`src/rtl/run_scan_pkg.sv`:
```
// Shared types and width-derived constants for the run-length scan controller.
package run_scan_pkg;

  typedef enum logic [1:0] {
    S_IDLE   = 2'd0,
    S_SCAN   = 2'd1,
    S_REPORT = 2'd2
  } state_t;

  localparam int unsigned CNT_W_DEF = 8;
  localparam int unsigned RUN_W_DEF = 4;
  localparam int unsigned EVT_W_DEF = 8;

  // All-ones value of a w-bit field, valid for w below 32
  function automatic int unsigned max_of(input int unsigned w);
    return (32'd1 << w) - 32'd1;
  endfunction

  localparam int unsigned RUN_MAX_DEF = max_of(RUN_W_DEF);
  localparam int unsigned EVT_MAX_DEF = max_of(EVT_W_DEF);

endpackage

```
`src/rtl/run_scan_ctrl_run_tracker.sv`:
```
// Tracks the length of the current run of equal bits, saturating at rl,
// and flags the single bit that first brings a run up to rl.
module run_tracker
  import run_scan_pkg::*;
#(
  parameter int unsigned RUN_W = RUN_W_DEF
) (
  input  logic             clk,
  input  logic             reset,
  input  logic             clear,
  input  logic             enable,
  input  logic             a,
  input  logic [RUN_W-1:0] rl,
  output logic             det,
  output logic             evt_one_c,
  output logic             evt_zero_c
);

  logic [RUN_W-1:0] run;
  logic [RUN_W-1:0] run_n;
  logic             last;
  logic             restart_c;
  logic             hit_c;

  // Next run length and the qualifying-event pulse for the bit on a
  always_comb begin
    restart_c = (run == '0) || (a != last);
    run_n     = RUN_W'(1);
    if (!restart_c) begin
      if (run >= rl) begin
        run_n = rl;
      end else begin
        run_n = run + RUN_W'(1);
      end
    end
    hit_c      = enable && (run_n == rl) && (restart_c || (run < rl));
    evt_one_c  = hit_c && a;
    evt_zero_c = hit_c && !a;
  end

  always_ff @(posedge clk) begin
    if (!reset) begin
      run  <= '0;
      last <= 1'b0;
      det  <= 1'b0;
    end else if (clear) begin
      run  <= '0;
      last <= 1'b0;
      det  <= 1'b0;
    end else if (enable) begin
      run  <= run_n;
      last <= a;
      det  <= (run_n >= rl);
    end
  end

endmodule

```
`src/rtl/run_scan_ctrl.sv`:
```
// Sequences one bounded scan window per start and returns saturating
// ones/zeros run-event counts through a valid/ready result handshake.
module run_scan_ctrl
  import run_scan_pkg::*;
#(
  parameter int unsigned CNT_W = CNT_W_DEF,
  parameter int unsigned RUN_W = RUN_W_DEF,
  parameter int unsigned EVT_W = EVT_W_DEF
) (
  input  logic             clk,
  input  logic             reset,
  input  logic             start,
  input  logic             abort,
  input  logic [CNT_W-1:0] win_len,
  input  logic [RUN_W-1:0] run_len,
  input  logic             a,
  input  logic             a_valid,
  output logic             busy,
  output logic             det,
  output logic             res_valid,
  input  logic             res_ready,
  output logic [EVT_W-1:0] ones_evt,
  output logic [EVT_W-1:0] zeros_evt,
  output logic             evt_ovf
);

  localparam logic [EVT_W-1:0] EVT_MAX = EVT_W'(max_of(EVT_W));

  state_t           state;
  state_t           state_n;
  logic [CNT_W-1:0] remaining;
  logic [CNT_W-1:0] remaining_n;
  logic [RUN_W-1:0] rl;
  logic [RUN_W-1:0] rl_n;
  logic [EVT_W-1:0] ones_n;
  logic [EVT_W-1:0] zeros_n;
  logic             ovf_n;
  logic             busy_n;
  logic             res_valid_n;
  logic             trk_clear_c;
  logic             trk_en_c;
  logic             evt_one_c;
  logic             evt_zero_c;

  assign trk_en_c    = (state == S_SCAN) && a_valid && !abort;
  // Tracker is held clear throughout IDLE so det reads 0 there
  assign trk_clear_c = (state == S_IDLE) || (state_n == S_IDLE);

  run_tracker #(
    .RUN_W (RUN_W)
  ) u_run_tracker (
    .clk        (clk),
    .reset      (reset),
    .clear      (trk_clear_c),
    .enable     (trk_en_c),
    .a          (a),
    .rl         (rl),
    .det        (det),
    .evt_one_c  (evt_one_c),
    .evt_zero_c (evt_zero_c)
  );

  always_comb begin
    state_n     = state;
    remaining_n = remaining;
    rl_n        = rl;
    ones_n      = ones_evt;
    zeros_n     = zeros_evt;
    ovf_n       = evt_ovf;

    unique case (state)
      S_IDLE: begin
        if (start) begin
          remaining_n = win_len;
          rl_n        = (run_len == '0) ? RUN_W'(1) : run_len;
          ones_n      = '0;
          zeros_n     = '0;
          ovf_n       = 1'b0;
          state_n     = (win_len == '0) ? S_REPORT : S_SCAN;
        end
      end
      S_SCAN: begin
        if (abort) begin
          state_n = S_IDLE;
        end else if (a_valid) begin
          remaining_n = remaining - CNT_W'(1);
          if (remaining == CNT_W'(1)) begin
            state_n = S_REPORT;
          end
          // Saturating event counters with sticky overflow
          if (evt_one_c) begin
            if (ones_evt == EVT_MAX) ovf_n = 1'b1;
            else ones_n = ones_evt + EVT_W'(1);
          end
          if (evt_zero_c) begin
            if (zeros_evt == EVT_MAX) ovf_n = 1'b1;
            else zeros_n = zeros_evt + EVT_W'(1);
          end
        end
      end
      S_REPORT: begin
        if (abort || res_ready) begin
          state_n = S_IDLE;
        end
      end
      default: begin
        state_n = S_IDLE;
      end
    endcase

    busy_n      = (state_n != S_IDLE);
    res_valid_n = (state_n == S_REPORT);
  end

  always_ff @(posedge clk) begin
    if (!reset) begin
      state     <= S_IDLE;
      remaining <= '0;
      rl        <= '0;
      ones_evt  <= '0;
      zeros_evt <= '0;
      evt_ovf   <= 1'b0;
      busy      <= 1'b0;
      res_valid <= 1'b0;
    end else begin
      state     <= state_n;
      remaining <= remaining_n;
      rl        <= rl_n;
      ones_evt  <= ones_n;
      zeros_evt <= zeros_n;
      evt_ovf   <= ovf_n;
      busy      <= busy_n;
      res_valid <= res_valid_n;
    end
  end

endmodule

```
`config.mk`:
```
export PLATFORM = sky130hd
export DESIGN_NAME = run_scan_ctrl
export DESIGN_NICKNAME = d
export VERILOG_FILES = /design/src/rtl/run_scan_pkg.sv /design/src/rtl/run_scan_ctrl_run_tracker.sv /design/src/rtl/run_scan_ctrl.sv
export SDC_FILE = /design/constraint.sdc
export NUM_CORES = 1
export LEC_CHECK = 0
export CAP_MARGIN = 20
export CORE_UTILIZATION = 53
export DETAILED_ROUTE_END_ITERATION = 6
export PLACE_DENSITY_LB_ADDON = 0.3
export SYNTH_ARGS = -nofsm -noshare
export SYNTH_HDL_FRONTEND = slang
export SYNTH_SLANG_ARGS = --single-unit
export TNS_END_PERCENT = 5
```
`constraint.sdc`:
```
create_clock -name clk -period 4.3 [get_ports clk]
set_input_delay 1.29 -clock clk [delete_from_list [all_inputs] [get_ports clk]]
set_output_delay 1.29 -clock clk [all_outputs]
set_load 0.1 [all_outputs]
```
-- Word-level counts from Yosys, hierarchy flattened
Cells that the tools add are included.
- flip-flop bits (word level): 39
- bits of input ports: 19
- output and inout port bits: 20
- add/subtract/negate cells: 4
- order comparisons: 3
- eq/ne operators: 15
- muxes and demuxes: 33
- bitwise gates (word level): 1
- reductions and logical operators: 24
- operator list (kind ; number):
    $mux W8 ; 12
    $pmux W8 S2 ; 3
    $add A8 B1 Y8 const B ; 2
    $eq A8 B8 Y1 const B ; 2
    $ne A2 B2 Y1 const B ; 7
    $mux W2 ; 6
    $mux W4 ; 3
    $reduce_and A6 Y1 ; 2
    $eq A8 B1 Y1 const B ; 1
    $ge A4 B4 Y1 ; 2
    $logic_not A4 Y1 ; 2
    $logic_not A8 Y1 ; 1
    $sub A8 B1 Y8 const B ; 1
    $mux W1 ; 7
    $logic_and A1 B1 Y1 ; 6
    $pmux W2 S3 ; 1
    $add A4 B1 Y4 const B ; 1
    $eq A2 B2 Y1 const B ; 2
    $eq A4 B4 Y1 ; 1
    $logic_not A2 Y1 ; 2
    $logic_or A1 B1 Y1 ; 4
    $lt A4 B4 Y1 ; 1
    $reduce_and A4 Y1 ; 1
    $reduce_bool A2 Y1 ; 2
    7 further kinds ; 8

-- Depth between registers and ports, before layout
- depth after elaboration: 13
- mapped depth: 15

-- Cells and area by module
Synthesis repeated with hierarchy kept, for this count alone.
- cell total of the unflattened synthesis: 285
- area total of the unflattened synthesis: 2288.4 um^2
- modules (own cells, without submodules) (module ; times used ; cells each ; area an instance (um^2) ; seq. area each (um^2)):
    run_scan_ctrl ; 1 ; 209 ; 1685.4 ; 660.6
    run_tracker ; 1 ; 76 ; 603.1 ; 120.1

-- Least setup slack after synthesis
OpenSTA, ideal clock, no wires.
- kind: in2reg
- start: input port a
- end: register zeros_evt[7]
- library setup time: 0.071 ns
- data arrival time: 3.366 ns
- path slack: 0.863 ns
- cell stages on the path: 11
- buffers on the path: 1
- cells stage by stage: xor2_1 -> a21o_1 -> buf_2 -> a211oi_1 -> ha_1 -> and4_2 -> nand2_4 -> nor3_4 -> a21oi_2 -> or4_1 -> a21oi_1
- longest elaborated chain between the ends: 9
- elaborated cells between the ends (all ways): 11
- ends and longest elaborated chain (element ; RTL line ; source):
    start: declaration ; run_scan_ctrl.sv:16 ; input logic a,
    $ne A1 B1 Y1 ; run_scan_ctrl_run_tracker.sv:27 ; restart_c = (run == '0) || (a != last);
    $logic_or A1 B1 Y1 ; run_scan_ctrl_run_tracker.sv:27 ;
    $mux W4 ; run_scan_ctrl_run_tracker.sv:29 ; if (!restart_c) begin
    $eq A4 B4 Y1 ; run_scan_ctrl_run_tracker.sv:36 ; hit_c = enable && (run_n == rl) && (restart_c || (run < rl));
    $logic_and A1 B1 Y1 (2 in series) ; run_scan_ctrl_run_tracker.sv:36 ;
    $logic_and A1 B1 Y1 (*) ; run_scan_ctrl_run_tracker.sv:38 ; evt_zero_c = hit_c && !a;
    $ne A2 B2 Y1 (no source line) (*) ; n/a ;
    $reduce_and A6 Y1 (no source line) (*) ; n/a ;
    end signal: assignment ; run_scan_ctrl.sv:130 ; zeros_evt <= zeros_n;
    end: declaration ; run_scan_ctrl.sv:23 ; output logic [EVT_W-1:0] zeros_evt,
Mark *: on every way between the ends. The rest lies on a longest branch, timed or not.
A chain may end at the register's enable or synchronous reset.

-- Final worst setup path
Ends and elaborated chain as after synthesis.

==> impl_metrics.ini <==
[clock_tree]
ctsResizeCount = 0
cts_setup_buffers = 0
insertion_delay_ps = 300
root_buffer = clkbuf_8
htreeDepth = 2
cts_hold_buf = 0
clock_path_buffers = 2
clock_sinks = 39
clk_pin_slew_ps = 80
cts_buffers = 5
cts_tree = done

[timing]
finalClockSkew_ps = 6.27
relSlewSlack_pct = 34.5
setup_viol_count_final = 0
slew_viol_final = 0
min_period_over_period_pct = 88.8
post-route-min-period_ps = 3820
finalHoldViolations = 0
max_freq_mhz = 262
fin_tns_setup_ps = 0
worst_pin_slew_ps = 979
rsz0062_at_grt = false

[power]
power_density_nw_per_um2 = 296
finalPower_w = 0.000826
ir_drop_mv = 0.197
leakage_nw = 0.998

[worst_setup_path]
cp_max_fo = 9
crit_slowest_cell = or4_1
path_depth = 11
path_delay_family = simple AND/OR/NAND/NOR gates
critPathMaxStageDelay_ps = 510
rr_worst_depth = 14
setup.worst_path.start = a
r2r_start = rl[1]
crit_chain = clkdlybuf4s50_1, xor2_1, a21o_1, a211oi_1, ha_1, and4_2, nand2_4, nor3_4, a21oi_2, or4_1, a21oi_1
path_class = in -> reg
cp.buffers_inverters = 1
startpoint_type = input port
cp_data_required_time_ps = 4530
end_kind = flop
crit_arrival_ps = 4040

[detailed_routing]
ant_nets = 0
routed_wl_mm = 5.10
vias = 2109
initialDrtViolationCount = 124
wire_per_inst_um = 13.9
drc_errors = 0
vias_per_cell = 5.73
first_pass_iters = 4

[floorplanning]
core_sq_um = 4030
die_w_um = 67.2
die_height_um = 67.2
rows = 23
start_util_pct = 55.8
die_area_sq_um = 4510
pin_count = 39

[logic_synthesis]
ys_types = 48
yosysSeqAreaShare_pct = 34.7
syn_inst = 280
synth_edf_count = 0
yosysWarnings = 0
synth-async-reset-ratio_pct = 0
synth_area_leaders = dfxtp_1 35%, ha_1 7.8%, nor2_1 6.2%
avgSynthCellArea_sq_um = 8.03
syn_area_sq_um = 2250
yosys_most_used_dff = dfxtp_1
yosys_register_bits = 39
synth.top_cell.area_share_pct = 34.7
synthesis.nets = 313
synth_top_area_cell = dfxtp_1

[placement]
numPortBuffers = 38
gp_congestion = 0.898
place_area_sq_um = 2670
dp_hpwl_mm = 3.70

[hold_path]
hold_depth = 2
hold_class = reg -> reg
hp-start = rl[3]

[cells_and_area]
antenna_cells = 0
final_cell_area_sq_um = 2790
final_nets = 350
fin_util_pct = 69.2
drive_above_1_share_pct = 6.92
area_growth_syn_to_layout_pct = 23.9

[run]
max_cap_viol_count = 0

[grt]
overflow = 0
first_global_vias = 1891
antenna_found_initial = 0
grt_pass1_wl_mm = 8.51
grt_max_degree = 23
track_usage_pct = 24.8

[outcome]
status = complete, no violations
-- cells in the mapped netlist (2+ instances only) --
library cell,number
a211oi_1,3
a21boi_0,5
a21o_1,2
a21oi_1,18
a22oi_1,3
and2_1,9
and4_1,3
clkbuf_1,9
dfxtp_1,39
ha_1,14
inv_1,7
mux2i_1,5
nand2_1,25
nand2b_1,2
nand3_1,10
nand3b_1,3
nand4_1,5
nor2_1,37
nor2b_1,4
nor3_1,6
nor3b_1,2
nor4_1,9
o211a_1,2
o211ai_1,2
o21ai_0,20
o32ai_1,3
or3_2,3
xnor2_1,7
xor2_1,4
-- worst reg2reg max path, stage by stage, from the launching register on --
cell      delay, ps
dfxtp_1         360
inv_1            90
ha_1            310
nor2b_1         140
o211ai_1        280
nand3_1         290
a21oi_1         330
nor2_1           70
ha_1            280
and4_2          240
nand2_4         100
nor3_4          260
a21oi_2         150
or4_1           510
a21oi_1         150
-- cells by family after synthesis --
| logic type | share of synthesized area (%) |
|---|---|
| AO/OA/AOI/OAI | 16.7 |
| adder cells (fa/ha/maj) | 7.79 |
| multiplexers | 2.22 |
| buffers and inverters | 3.23 |
| flip-flops | 34.7 |
| XOR/XNOR | 4.28 |
| AND/OR/NAND/NOR | 31.0 |
-- area by class of cell --
class	count	area (sq um)
flip-flops and latches	39	781
repair buffers	41	403
fillers	334	1240
clock buffers	6	82.6
inverters	7	26.3
multi-input cells	223	1400
well taps	50	62.6
clock inverters	2	35.0
-- power by group --
group	switching (W)	internal [W]	leakage [nW]	total (W)
Clock	0.000133	0.000188	0.0612	0.000321
Sequential	0.0000109	0.000372	0.317	0.000383
Combinational	0.0000711	0.0000503	0.620	0.000121
Total	0.000215	0.000610	0.998	0.000826
-- per-stage QoR --
stage          cells  hold slack (ps)  setup WS (ps)
3_5_place_dp     360              475            192
6_report         368              484            483
5_1_grt          368              509            262
3_3_place_gp     360              455            243
4_1_cts          368              486            478
2_1_floorplan    280              448            863
-- cells in the final DEF, fill, tap and decap left out, types with 7 or more instances in the layout --
cell / instances
dfxtp_1: 39
clkdlybuf4s50_1: 38
nor2_1: 37
nand2_1: 25
o21ai_0: 20
a21oi_1: 18
ha_1: 14
nand3_1: 10
and2_1: 9
nor4_1: 9
xnor2_1: 7
inv_1: 7
-- state kept, by name (all words and copies together), names as in the netlist, 2 cells and up --
name               flops
ones_evt               8
state                  2
zeros_evt              8
u_run_tracker.run      4
remaining              8
rl                     4
-- routing by layer --
layer  track usage (%)  up-vias  wire length, um
met3              4.05        7              232
li1                  -     1078                -
met2              40.6       47             2420
met1              32.6      977             2380
met5                 0        -                0
met4              8.78        0               63
-- final timing paths --
kind	end	slack, ps
min	rl[3]	480
max reg2reg	zeros_evt[7]	640
max	zeros_evt[7]	480
min reg2reg	rl[3]	480
Note: power is estimated with default switching activity, not from simulation.
